<file path="src/rtl/ysyx_25030077_imm_stage.sv">
// Immediate-generation stage: decodes the instruction immediate at XLEN and
// queues it with its PC in a two-entry skid buffer behind a valid/ready pair.
module ysyx_25030077_imm_stage #(
    parameter int XLEN = 32
) (
    input  logic            clock,
    input  logic            reset,
    input  logic            flush,
    input  logic            in_valid,
    output logic            in_ready,
    input  logic [31:0]     in_inst,
    input  logic [3:0]      in_type,
    input  logic [XLEN-1:0] in_pc,
    output logic            out_valid,
    input  logic            out_ready,
    output logic [XLEN-1:0] out_imm,
    output logic [XLEN-1:0] out_pc,
    output logic            out_err
);

    localparam logic [1:0] S_EMPTY = 2'd0;
    localparam logic [1:0] S_ONE   = 2'd1;
    localparam logic [1:0] S_TWO   = 2'd2;

    logic [1:0]      state_q, state_d;
    logic            in_ready_q, out_valid_q;
    logic [XLEN-1:0] main_imm_q, main_pc_q;
    logic [XLEN-1:0] skid_imm_q, skid_pc_q;
    logic            main_err_q, skid_err_q;
    logic [XLEN-1:0] imm_d;
    logic            err_d;
    logic            xfer_in, xfer_out;
    logic            load_main, load_skid, pop_skid;
    logic            unused_opcode;

    assign unused_opcode = ^in_inst[6:0];

    // Signed casts sign-extend the raw field to XLEN; unsigned ones zero-extend.
    always_comb begin
        imm_d = '0;
        err_d = 1'b0;
        unique case (in_type)
            4'd0: imm_d = '0;
            4'd1: imm_d = XLEN'($signed(in_inst[31:20]));
            4'd2: imm_d = XLEN'($signed({in_inst[31:12], 12'h000}));
            4'd3: imm_d = XLEN'(4);
            4'd4: imm_d = XLEN'($signed({in_inst[31:25], in_inst[11:7]}));
            4'd5: imm_d = (XLEN == 64) ? XLEN'(in_inst[25:20])
                                       : XLEN'(in_inst[24:20]);
            4'd6: imm_d = XLEN'(in_inst[31:20]);
            4'd7: imm_d = XLEN'($signed({in_inst[31], in_inst[7],
                                         in_inst[30:25], in_inst[11:8],
                                         1'b0}));
            4'd8: imm_d = XLEN'($signed({in_inst[31], in_inst[19:12],
                                         in_inst[20], in_inst[30:21],
                                         1'b0}));
            4'd9: imm_d = XLEN'(in_inst[19:15]);
            default: begin
                imm_d = '0;
                err_d = 1'b1;
            end
        endcase
    end

    assign xfer_in  = in_valid & in_ready_q;
    assign xfer_out = out_valid_q & out_ready;

    always_comb begin
        state_d   = state_q;
        load_main = 1'b0;
        load_skid = 1'b0;
        pop_skid  = 1'b0;
        if (flush) begin
            state_d = S_EMPTY;
        end else begin
            unique case (state_q)
                S_EMPTY: begin
                    if (xfer_in) begin
                        load_main = 1'b1;
                        state_d   = S_ONE;
                    end
                end
                S_ONE: begin
                    if (xfer_in && !xfer_out) begin
                        load_skid = 1'b1;
                        state_d   = S_TWO;
                    end else if (xfer_in) begin
                        load_main = 1'b1;
                    end else if (xfer_out) begin
                        state_d = S_EMPTY;
                    end
                end
                S_TWO: begin
                    if (xfer_out) begin
                        pop_skid = 1'b1;
                        state_d  = S_ONE;
                    end
                end
                default: state_d = S_EMPTY;
            endcase
        end
    end

    always_ff @(posedge clock or posedge reset) begin
        if (reset) begin
            state_q     <= S_EMPTY;
            in_ready_q  <= 1'b1;
            out_valid_q <= 1'b0;
            main_imm_q  <= '0;
            main_pc_q   <= '0;
            main_err_q  <= 1'b0;
            skid_imm_q  <= '0;
            skid_pc_q   <= '0;
            skid_err_q  <= 1'b0;
        end else begin
            state_q     <= state_d;
            in_ready_q  <= (state_d != S_TWO);
            out_valid_q <= (state_d != S_EMPTY);
            if (load_main) begin
                main_imm_q <= imm_d;
                main_pc_q  <= in_pc;
                main_err_q <= err_d;
            end else if (pop_skid) begin
                main_imm_q <= skid_imm_q;
                main_pc_q  <= skid_pc_q;
                main_err_q <= skid_err_q;
            end
            if (load_skid) begin
                skid_imm_q <= imm_d;
                skid_pc_q  <= in_pc;
                skid_err_q <= err_d;
            end
        end
    end

    assign in_ready  = in_ready_q;
    assign out_valid = out_valid_q;
    assign out_imm   = main_imm_q;
    assign out_pc    = main_pc_q;
    assign out_err   = main_err_q;

endmodule
</file>
<file path="config.mk">
export PLATFORM = sky130hd
export DESIGN_NAME = ysyx_25030077_imm_stage
export DESIGN_NICKNAME = d
export VERILOG_FILES = /design/src/rtl/ysyx_25030077_imm_stage.sv
export SDC_FILE = /design/constraint.sdc
export NUM_CORES = 1
export LEC_CHECK = 0
export CAP_MARGIN = 25
export CORE_AREA = 5 5 137 139
export CTS_BUF_LIST = sky130_fd_sc_hd__clkbuf_8
export CTS_CLUSTER_DIAMETER = 200
export DETAILED_ROUTE_END_ITERATION = 8
export DIE_AREA = 0 0 142 144
export SLEW_MARGIN = 0
export SYNTH_ARGS = -nofsm -noshare
export SYNTH_HDL_FRONTEND = slang
export SYNTH_SLANG_ARGS = --single-unit
export TNS_END_PERCENT = 30
</file>
<file path="constraint.sdc">
create_clock -name clock -period 4.05 [get_ports clock]
set_input_delay 0.6075 -clock clock [delete_from_list [all_inputs] [get_ports clock]]
set_output_delay 0.6075 -clock clock [all_outputs]
set_load 0.01 [all_outputs]
</file>
; ---- After elaboration in Yosys (flattened, before gate mapping)
; Index checks and enable logic that the tools add are counted.
; Widths: inputs -> output; s select.
[totals]
reg_bits = 134
inputBits = 73
out_inout_bits = 67
wordCells = 55
[classes]
n_eq_ne = 12
muxes = 25
bitwise = 2
n_reduce_logical = 7
[ops]
columns = operator, n
row1 = $pmux 32 s9, 1
row2 = $mux 32, 4
row3 = $eq 4x3->1 const B, 4
row4 = $mux 1, 12
row5 = $mux 2, 6
row6 = $reduce_or 10->1, 1
row7 = $eq 4x2->1 const B, 2
row8 = $eq 4x4->1 const B, 2
row9 = $pmux 2 s3, 1
row10 = $eq 4x1->1 const B, 1
row11 = $logic_not 4->1, 1
row12 = $reduce_bool 2->1, 2
row13 = $and 1x1->1, 2
row14 = $eq 2x1->1 const B, 1
row15 = $eq 2x2->1 const B, 1
row16 = $logic_not 2->1, 1
row17 = $ne 2x2->1 const B, 1
row18 = $pmux 1 s2, 1
row19 = $logic_and 1x1->1, 1
row20 = $logic_not 1->1, 1

; ---- Logic depth before layout (Yosys ltp)
[depth]
word_depth = 7
mapped_depth = 7
mapped_depth_nobuf = 4

; ---- Least setup slack after synthesis
; OpenSTA, ideal clock, no wires.
[synth_path]
path_type = in2reg
startpoint = input port in_type[3]
endpoint = register main_imm_q[2] (netlist: out_imm[2])
setup_time_ns = 0.137
t_arrival_ns = 1.696
required_ns = 3.913
path_slack_ns = 2.217
path_stages = 5
n_path_buf = 1
path_cell_list = buf_2 -> nor4b_1 -> or3_1 -> a221oi_2 -> mux2i_1
[synth_via]
elab_chain_cells = 3
elab_cells_between_ends = 11
cone_classes = 9 x eq/ne / 2 x mux
[synth_lines]
columns = element, line
row1 = start: declaration, 12  ; input logic [3:0] in_type,
row2 = "$eq 4x4->1, or another cell as far along", 42  ; unique case (in_type)
row3 = $pmux 32 s9 (*), 42
row4 = $mux 32 (*), 119  ; if (load_main) begin
row5 = end signal: assignment, 120  ; main_imm_q <= imm_d;
row6 = end signal: assignment, 124  ; main_imm_q <= skid_imm_q;
row7 = end: declaration, 27  ; logic [XLEN-1:0] main_imm_q, main_pc_q;
; Mark *: on every way between the ends. The rest lies on a longest branch, timed or not.
; A chain may end at the register's enable or synchronous reset.

; ---- Worst setup path in the final report
[layout_path]
startpoint = input port in_type[0]
endpoint = register main_imm_q[27] (netlist: out_imm[27])
; Same word-level chain as after synthesis.

==> results.toml <==
[grt]
grt_usage_pct = 15.8
antenna_found_initial = 0
grt_pass1_wl_mm = 25.7
grt_pass1_vias = 4973
grt_max_degree = 135
grt_overflow = 0

[route]
wl_per_cell_um = 16.7
antenna_left = 0
via_count = 4848
wl_mm = 15.8
first_iter_violations = 275
drcViolationCount = 0
routed_via_density = 5.10
first_pass_iters = 4

[synthesis]
avgSynthCellArea_um2 = 10.1
ys_top_cells_by_count = "nand2_1, dfrtp_1, a21oi_1"
ys_types = 44
synth-seq-area-share_pct = 56.1
yosys_register_bits = 134
synth-async-reset-ratio_pct = 100
syn_area_um2 = 5980
synth_edf_count = 0
synth_warnings = 0
yosys-top-cells-area = "dfrtp_1, nand2_1, mux2i_1"
synth.top_cell.area_share_pct = 55.6
syn_nets = 663
synth_flop_cell = "dfrtp_1"
synth_cells = 590
yosysTopAreaCell = "dfrtp_1"
synth.most_common_cell = "nand2_1"

[clocking]
cts_root_buffer = "clkbuf_8"
numCtsBuffers = 17
hold_buffers = 0
clk_latency_ps = 440
cts.clk_slew.worst_paths_ps = 80
cts_buffer_depth = 2
cts_tree = "built"
post_cts_buffers = 0
ctsHtreeMaxLevel = 4
clock_sinks = 134
cts_resized = 0

[pwr]
switching_share_pct = 29.8
ir_drop_v = 0.000234
fin_total_pwr_mw = 4.29
p_clk_share_pct = 26.1
internal_power_mw = 3.01
power_frac_seq_pct = 47.1
power_density_nw_per_um2 = 545
power.switching_mw = 1.28
leakage_nw = 3.82
combinationalPowerShare_pct = 26.8

[worst_hold_path]
hold_start = "out_pc[10]"
min_to = "out_pc[10]"
hold-path-cell-count = 1
hp-class = "reg -> reg"

[floorplan]
die_h_um = 144
initial_core_util_pct = 34.1
placementRows = 49
die_w_um = 142
coreArea_um2 = 17500
dieArea_um2 = 20400
io_pins = 140

[placement]
portBuffers = 132
hpwl_mm = 10.5
gp_congestion = 0.789

[timing]
finalHoldViolations = 0
timing.final.crit_period_ps = 2650
min_period_over_period_pct = 65.4
grt_setup_unrepaired = "false"
setup_tns_ps = 0
slew_viol_final = 0
slew_headroom_pct = 36.0
max_freq_mhz = 377
tightest_slew_ps = 960
setup-violations-final = 0
clock_skew_ps = 11.9

[critical_path]
path_class = "in -> reg"
cp-start-kind = "input pin"
crit_family = "compound AO/OA/AOI/OAI gates"
crit_required_ps = 4310
r2r_cells = 5
worstSetupEndpointType = "flip-flop"
crit_fanout = 15
path_depth = 5
r2r_start = "in_ready"
r2r_end = "skid_imm_q[6]"
crit_chain = "clkdlybuf4s50_1 -> xor2_1 -> a211o_1 -> a21oi_1 -> a32oi_1"
worst-path-buf-inv = 1
reg2reg_slack_ps = 1910
critPathSlowestCell = "clkdlybuf4s50_1"
slowest_delay_ps = 860
cp.arrival_ps = 2910

[run_status]
status = "finished clean"

[final_layout]
diodes = 0
drive_gt1_share_pct = 7.20
area_growth_pct = 31.7
fin_nets = 784

[flow_run]
drv_cap = 0
-- sequential cells by signal, summed over array words and instances (netlist names) --
register,flops
out_imm,32
out_pc,32
skid_imm_q,32
skid_pc_q,32
state_q,2
in_ready,1
out_err,1
out_valid,1
skid_err_q,1
-- cell usage in the layout, fill, tap and decap left out, drive strengths merged, types with 2 or more instances in the layout --
master and n:
clkbuf 18, xnor2 2, o21ai 14, and4bb 2, a21o 33, nor3b 3, xor2 2, clkinv 4
clkinvlp 3, dfrtp 133, nand3 9, nor2 22, buf 11, and3 2, a32oi 13, a31oi 6
nor3 2, nand2 173, a22o 33, inv 5, nor4b 2, nand2b 6, bufinv 3, a21oi 37
mux2i 31, clkdlybuf4s50 132, a32o 5, and2 2
-- power by group through the flow --
stage	registers (mW)	clock network [mW]	logic, mW
after global routing	2.08	1.22	1.28
after floorplan	2.08	0	0.515
after detailed placement	2.05	0	1.17
after CTS	2.02	1.16	1.18
final	2.02	1.12	1.15
after global placement	2.03	0	1.13
-- through the flow --
| step | setup WS (ps) | hold slack (ps) | area [um2] | util (%) | cells |
|---|---|---|---|---|---|
| final | 1400 | 476 | 7880 | 44.9 | 951 |
| after global routing | 1200 | 491 | 7880 | 44.9 | 951 |
| after CTS | 1390 | 482 | 7880 | 44.9 | 951 |
| after detailed placement | 910 | 464 | 7490 | 42.7 | 921 |
| after global placement | 1010 | 458 | 7490 | 42.7 | 921 |
| after floorplan | 1780 | 446 | 5990 | - | 590 |
-- cells by family after synthesis --
family	Yosys count	share of synthesized area, %
xor gates and xnor gates	4	0.586
AOI/OAI and AO/OA	148	17.8
and+or+nand+nor	229	16.5
buffers and inverters	44	3.87
DFF	134	56.1
muxes	31	5.19
-- worst max-delay path by stage --
stage / from / endpoint / slack (ps)
finish: in_type[0] / out_imm[27] / 1400
global route: in_type[0] / out_imm[29] / 1200
CTS: in_type[0] / out_imm[27] / 1390
detailed placement: in_type[0] / out_imm[30] / 910
global placement: in_type[0] / out_imm[21] / 1010
floorplan: reset / out_err / 1780
-- area by class of cell --
cell class              count  area, um2
repair buffers            143       1420
well taps                 229        287
flip-flops and latches    134       3350
multi-input cells         412       2420
clock inverters            12        140
fillers                  1662       9660
clock buffers              18        248
inverters                   3       15.0
-- layer usage --
metal | track usage, % | wire, um | vias up
met4 | 5.00 | 195 | 0
met3 | 4.17 | 954 | 16
li1 | - | - | 2289
met5 | 0 | 0 | -
met2 | 26.2 | 7650 | 140
met1 | 20.4 | 7030 | 2403
No activity file was read; power rests on OpenSTA's default activity.
